$ cat src/rtl/ram_port_arbiter_if.sv
`default_nettype none
// ============================================================================
// Module   : ram_port_arbiter_if
// Brief    : Core, debug-master and RAM signal bundle for ram_port_arbiter.
// Revision : 1.0 - initial release
// ============================================================================
interface ram_port_arbiter_if #(
  parameter int ADDR_W = 11,
  parameter int DATA_W = 32
);
  // Core datapath side
  logic              core_req;
  logic              core_wen;
  logic [ADDR_W-1:0] core_addr;
  logic [DATA_W-1:0] core_wdata;
  logic [DATA_W-1:0] core_rdata;
  logic              core_stall;

  // Debug / loader master side
  logic              dbg_req;
  logic              dbg_wen;
  logic [ADDR_W-1:0] dbg_addr;
  logic [DATA_W-1:0] dbg_wdata;
  logic              dbg_gnt;
  logic              dbg_rvalid;
  logic [DATA_W-1:0] dbg_rdata;

  // Data RAM side
  logic [ADDR_W-1:0] ram_addr;
  logic              ram_wen;
  logic [DATA_W-1:0] ram_wdata;
  logic [DATA_W-1:0] ram_rdata;

  modport slave (
    input  core_req, core_wen, core_addr, core_wdata,
    input  dbg_req, dbg_wen, dbg_addr, dbg_wdata,
    input  ram_rdata,
    output core_rdata, core_stall,
    output dbg_gnt, dbg_rvalid, dbg_rdata,
    output ram_addr, ram_wen, ram_wdata
  );

  modport master (
    output core_req, core_wen, core_addr, core_wdata,
    output dbg_req, dbg_wen, dbg_addr, dbg_wdata,
    output ram_rdata,
    input  core_rdata, core_stall,
    input  dbg_gnt, dbg_rvalid, dbg_rdata,
    input  ram_addr, ram_wen, ram_wdata
  );
endinterface
`default_nettype wire

$ cat src/rtl/ram_port_arbiter.sv
`default_nettype none
// ============================================================================
// Module   : ram_port_arbiter
// Brief    : Shares the single-port data RAM between the core and a debug
//            master; core has priority, debug is forced in after MAX_WAIT denials.
// Revision : 1.0 - initial release
// ============================================================================
module ram_port_arbiter #(
  parameter int ADDR_W   = 11,
  parameter int DATA_W   = 32,
  parameter int MAX_WAIT = 4,
  parameter int CNT_W    = 3
) (
  input  wire logic         clk,
  input  wire logic         rst,
  ram_port_arbiter_if.slave bus
);

  localparam logic [CNT_W-1:0] c_max_wait = CNT_W'(MAX_WAIT);
  localparam logic [CNT_W-1:0] c_cnt_one  = CNT_W'(1);

  typedef enum logic [0:0] {
    ST_NORMAL = 1'b0,
    ST_FORCE  = 1'b1
  } state_t;

  state_t            state_q, state_d;
  logic [CNT_W-1:0]  wait_cnt_q, wait_cnt_d;
  logic              dbg_rvalid_q, dbg_rvalid_d;
  logic [DATA_W-1:0] dbg_rdata_q, dbg_rdata_d;

  logic              dbg_gnt;
  logic              core_stall;
  logic              ram_wen;
  logic [ADDR_W-1:0] ram_addr;
  logic [DATA_W-1:0] ram_wdata;

  // Grant, stall and RAM mux; everything that can disturb the RAM is held
  // off while reset is asserted.
  always_comb begin
    dbg_gnt    = 1'b0;
    core_stall = 1'b0;
    ram_wen    = 1'b0;
    ram_addr   = bus.core_addr;
    ram_wdata  = bus.core_wdata;

    if (rst) begin
      dbg_gnt    = bus.dbg_req & ((state_q == ST_FORCE) | ~bus.core_req);
      core_stall = bus.core_req & dbg_gnt;
      if (dbg_gnt) begin
        ram_addr  = bus.dbg_addr;
        ram_wdata = bus.dbg_wdata;
        ram_wen   = bus.dbg_wen;
      end else begin
        ram_wen   = bus.core_req & bus.core_wen;
      end
    end
  end

  // Starvation counter and next state
  always_comb begin
    wait_cnt_d   = wait_cnt_q;
    state_d      = state_q;
    dbg_rvalid_d = dbg_gnt & ~bus.dbg_wen;
    dbg_rdata_d  = dbg_rdata_q;

    if (dbg_gnt || !bus.dbg_req) begin
      wait_cnt_d = '0;
    end else if (wait_cnt_q != c_max_wait) begin
      wait_cnt_d = wait_cnt_q + c_cnt_one;
    end

    case (state_q)
      ST_NORMAL: if (wait_cnt_d == c_max_wait) state_d = ST_FORCE;
      ST_FORCE:  state_d = ST_NORMAL;
      default:   state_d = ST_NORMAL;
    endcase

    if (dbg_rvalid_d) begin
      dbg_rdata_d = bus.ram_rdata;
    end
  end

  always_ff @(posedge clk) begin
    if (!rst) begin
      state_q      <= ST_NORMAL;
      wait_cnt_q   <= '0;
      dbg_rvalid_q <= 1'b0;
      dbg_rdata_q  <= '0;
    end else begin
      state_q      <= state_d;
      wait_cnt_q   <= wait_cnt_d;
      dbg_rvalid_q <= dbg_rvalid_d;
      dbg_rdata_q  <= dbg_rdata_d;
    end
  end

  assign bus.core_rdata = bus.ram_rdata;
  assign bus.core_stall = core_stall;
  assign bus.dbg_gnt    = dbg_gnt;
  // A read completing as reset goes low is cancelled immediately.
  assign bus.dbg_rvalid = dbg_rvalid_q & rst;
  assign bus.dbg_rdata  = dbg_rdata_q;
  assign bus.ram_addr   = ram_addr;
  assign bus.ram_wen    = ram_wen;
  assign bus.ram_wdata  = ram_wdata;

endmodule
`default_nettype wire

$ cat src/flat_wrapper.sv
// flat-port wrapper written by rule: the top's interface ports become plain ports
module ram_port_arbiter_flat 
#(
  parameter int ADDR_W   = 11,
  parameter int DATA_W   = 32,
  parameter int MAX_WAIT = 4,
  parameter int CNT_W    = 3
)
  (clk, rst, bus_core_req, bus_core_wen, bus_core_addr, bus_core_wdata, bus_dbg_req, bus_dbg_wen, bus_dbg_addr, bus_dbg_wdata, bus_ram_rdata, bus_core_rdata, bus_core_stall, bus_dbg_gnt, bus_dbg_rvalid, bus_dbg_rdata, bus_ram_addr, bus_ram_wen, bus_ram_wdata);
  ram_port_arbiter_if #(.ADDR_W(ADDR_W), .DATA_W(DATA_W)) bus_i ();
  input  wire logic clk;
  input  wire logic rst;
  input wire logic [$bits(bus_i.core_req)-1:0] bus_core_req;
  input wire logic [$bits(bus_i.core_wen)-1:0] bus_core_wen;
  input wire logic [$bits(bus_i.core_addr)-1:0] bus_core_addr;
  input wire logic [$bits(bus_i.core_wdata)-1:0] bus_core_wdata;
  input wire logic [$bits(bus_i.dbg_req)-1:0] bus_dbg_req;
  input wire logic [$bits(bus_i.dbg_wen)-1:0] bus_dbg_wen;
  input wire logic [$bits(bus_i.dbg_addr)-1:0] bus_dbg_addr;
  input wire logic [$bits(bus_i.dbg_wdata)-1:0] bus_dbg_wdata;
  input wire logic [$bits(bus_i.ram_rdata)-1:0] bus_ram_rdata;
  output wire logic [$bits(bus_i.core_rdata)-1:0] bus_core_rdata;
  output wire logic [$bits(bus_i.core_stall)-1:0] bus_core_stall;
  output wire logic [$bits(bus_i.dbg_gnt)-1:0] bus_dbg_gnt;
  output wire logic [$bits(bus_i.dbg_rvalid)-1:0] bus_dbg_rvalid;
  output wire logic [$bits(bus_i.dbg_rdata)-1:0] bus_dbg_rdata;
  output wire logic [$bits(bus_i.ram_addr)-1:0] bus_ram_addr;
  output wire logic [$bits(bus_i.ram_wen)-1:0] bus_ram_wen;
  output wire logic [$bits(bus_i.ram_wdata)-1:0] bus_ram_wdata;
  assign bus_i.core_req = bus_core_req;
  assign bus_i.core_wen = bus_core_wen;
  assign bus_i.core_addr = bus_core_addr;
  assign bus_i.core_wdata = bus_core_wdata;
  assign bus_i.dbg_req = bus_dbg_req;
  assign bus_i.dbg_wen = bus_dbg_wen;
  assign bus_i.dbg_addr = bus_dbg_addr;
  assign bus_i.dbg_wdata = bus_dbg_wdata;
  assign bus_i.ram_rdata = bus_ram_rdata;
  assign bus_core_rdata = bus_i.core_rdata;
  assign bus_core_stall = bus_i.core_stall;
  assign bus_dbg_gnt = bus_i.dbg_gnt;
  assign bus_dbg_rvalid = bus_i.dbg_rvalid;
  assign bus_dbg_rdata = bus_i.dbg_rdata;
  assign bus_ram_addr = bus_i.ram_addr;
  assign bus_ram_wen = bus_i.ram_wen;
  assign bus_ram_wdata = bus_i.ram_wdata;
  ram_port_arbiter #(.ADDR_W(ADDR_W), .DATA_W(DATA_W), .MAX_WAIT(MAX_WAIT), .CNT_W(CNT_W)) u_core (.clk(clk), .rst(rst), .bus(bus_i));
endmodule
$ cat config.mk
export PLATFORM = sky130hd
export DESIGN_NAME = ram_port_arbiter_flat
export DESIGN_NICKNAME = d
export VERILOG_FILES = /design/src/rtl/ram_port_arbiter_if.sv /design/src/rtl/ram_port_arbiter.sv /design/src/flat_wrapper.sv
export SDC_FILE = /design/constraint.sdc
export NUM_CORES = 1
export LEC_CHECK = 0
export ABC_CLOCK_PERIOD_IN_PS = 1750
export CORE_UTILIZATION = 29
export DETAILED_ROUTE_END_ITERATION = 10
export GPL_ROUTABILITY_DRIVEN = 0
export HOLD_SLACK_MARGIN = 0.12
export PLACE_DENSITY = 0.77
export SYNTH_ARGS = -nofsm -noshare
export SYNTH_HDL_FRONTEND = slang
export SYNTH_SLANG_ARGS = --single-unit
$ cat constraint.sdc
create_clock -name clk -period 1.75 [get_ports clk]
set_input_delay 0.35 -clock clk [delete_from_list [all_inputs] [get_ports clk]]
set_output_delay 0.35 -clock clk [all_outputs]
set_load 0.05 [all_outputs]
==> impl_metrics.yaml <==
synthesis:
  yosys_warnings: 0
  yosysTopAreaCellShare_pct: 32.2
  synth_seq_cells: 37
  syn_inst: 247
  synth_area_leaders: "dfxtp_1 32%, mux2_2 15%, mux2i_1 14%"
  synth.avg_cell_area_sq_um: 9.30
  synth_common_cells: "37 x buf_4, 37 x dfxtp_1, 35 x inv_1, 35 x nand2_1, 32 x mux2i_1"
  synth_area_sq_mm: 0.00230
  yosys.area.top_type: "dfxtp_1"
  synth_cell_types: 26
  ys_seq_area_share_pct: 32.2
  synth-main-ff-cell: "dfxtp_1"
  async_reset_ff_share_pct: 0
  synth_nets: 373
  synth-edff-count: 0
sta:
  hold_viol_final: 0
  grt_setup_unrepaired: "yes"
  tightest_slew_ns: 0.369
  relSlewSlack_pct: 75.4
  fin_crit_sh_pct: 114
  finalSetupViolCount: 45
  slew_viol_final: 0
  fin_ws_ns: -0.244
  period_needed_ns: 1.99
  fin_skew_ns: 0.00716
  fmax_ghz: 0.502
critical_path:
  path_common_cell: "buf_12"
  cpPeakStageDelay_ns: 0.33
  cp_top_family: "buffers and inverters"
  r2r_slack_ns: 0.31
  cp_max_fo: 8
  crit_slowest_cell: "mux2_4"
  critPathCaptureType: "primary output"
  start_kind: "input port"
  rr_startpoint: "u_core.wait_cnt_q[0]"
  reg2reg_to: "u_core.state_q"
  setup.worst_path.start: "bus_core_req"
  cp.arrival_ns: 1.64
  worstPathRequired_ns: 1.40
  crit_buf_inv: 4
  criticalPathCategory: "in -> out"
  r2r_cells: 5
  critical_path_cell_count: 7
  crit_chain: "clkdlybuf4s15_1 > nor2b_4 > nor2_4 > buf_12 > buf_12 > mux2_4 > buf_12"
clock_network:
  htree_levels: 2
  clk_latency_ns: 0.28
  clockBufferDepth: 2
  cts_tree: "yes"
  cts_sinks: 37
  cts-root-buf: "clkbuf_8"
  cts_inserted_buffers: 5
  cts_hold_buffers: 0
  clkTransAtPathRegs_ns: 0.07
place:
  port_buffers: 234
  dpl.hpwl_um: 7910
  dp_slack_ns: -0.524
die:
  num_rows: 32
  placeableCoreArea_sq_mm: 0.00769
  die_area_sq_mm: 0.00828
  die_x_um: 91
  dieHeight_um: 91
  io_pins: 235
  initial_utilization_pct: 29.9
layout:
  fill_cells: 506
  nets: 588
  areaGrowthSynthToFinish_pct: 148
  drive_above_1_share_pct: 39.7
routing:
  wl_per_cell_um: 18.1
  num_vias: 2498
  dr.first_iter.drc_count: 86
  vias_per_cell: 4.41
  wl_um: 10300
  drcViolationCount: 0
  drtAntennaViolNets: 0
  dr.pass1.iters: 4
grt:
  antenna_found_initial: 0
  grtUsageTotal_pct: 23.9
  grt_pass1_vias: 2584
  grt_pass1_wl_um: 15100
  overflow: 0
  grt_max_degree: 36
power_and_ir_drop:
  pwr_density_cell_mw_per_mm2: 584
  max-vdd-ir-drop_mv: 0.395
  power.total_mw: 3.33
  p_leak_nw: 2.55
worst_hold_path:
  hp-start: "u_core.bus.dbg_rdata[0]"
  holdPathStages: 2
  hold_path.class: "reg -> reg"
  min_to: "u_core.bus.dbg_rdata[0]"
flow_run:
  drv_cap: 0
status:
  violations: "negative setup slack"
  status: "complete, but fails checks"
area by class of cell:
class,instances,area (sq um),area share (%)
antenna,1,2.50,0.0439
clock buffer,7,86.3,1.51
clock inverter,1,30.0,0.527
inverter,35,131,2.30
multi-input combinational,132,1270,22.2
sequential,37,742,13.0
tap,102,128,2.24
timing repair buffer,251,3320,58.2
how the worst max path moves through the flow:
stage,endpoint,slack (ns)
floorplan,bus_ram_wdata[23],-0.06
global placement,bus_ram_wdata[20],-0.48
detailed placement,bus_ram_wdata[24],-0.52
CTS,bus_ram_wdata[11],-0.30
global route,bus_ram_wdata[4],-0.27
finish,bus_ram_wdata[26],-0.24
worst min-delay path: stages (launching register included):
cell     delay [ns]
dfxtp_1        0.31
nand2_1        0.05
mux2i_1        0.05
stage by stage:
step	hold slack (ns)	utilization [%]	cell area, sq um	setup TNS, ns	instances
3_5_place_dp	0.451	69.6	5350	-25.77	550
5_1_grt	0.478	74.1	5700	-11.14	565
4_1_cts	0.463	73.4	5640	-9.62	564
3_3_place_gp	0.442	69.6	5350	-23.52	550
6_report	0.459	74.2	5700	-10.04	566
2_1_floorplan	0.486	-	2380	-0.944	247
layout by cell type (no fill, tap or decap), drive strengths merged, types with 3 or more instances in the layout:
cell / instances
buf: 127
clkdlybuf4s50: 119
nand2: 36
clkbuf: 8
mux2: 43
clkdlybuf4s15: 3
mux2i: 32
nor2: 5
dfxtp: 37
inv: 35
flip-flops by register name (all words and copies together), names as in the netlist:
name	flops
u_core.wait_cnt_q	3
u_core.dbg_rvalid_q	1
u_core.bus.dbg_rdata	32
u_core.state_q	1
cell families after synthesis:
group	Yosys count	synth area share [%]
buffers and inverters	78	19.8
muxes	75	35.0
and+or+nand+nor	50	10.3
DFF	37	32.2
AOI/OAI and AO/OA	4	1.14
adders and majority gates	2	1.09
xor gates and xnor gates	1	0.381
repair_timing:
action / 4_1_cts / 5_1_grt
cloned: 3 / 1
resized for setup: 22 / 15
endpoints found under the setup margin: 47 / 47
pin swaps: 1 / 3
setup buffers: 3 / 4
where the power goes:
| group | leakage (nW) | internal, mW | switching (mW) |
|---|---|---|---|
| clock | 0.0585 | 0.465 | 0.284 |
| sequential | 0.301 | 0.871 | 0.0158 |
| combinational | 2.19 | 0.879 | 0.812 |
per-layer routing:
| metal | part of all wire [%] | global-route usage (%) | up-vias |
|---|---|---|---|
| li1 | - | - | 1197 |
| met1 | 37 | 25.7 | 1152 |
| met2 | 52 | 44.6 | 134 |
| met3 | 8.6 | 7.20 | 15 |
| met4 | 2.5 | 7.28 | 0 |
| met5 | 0 | 0 | - |
No activity file was read; power rests on OpenSTA's default activity.
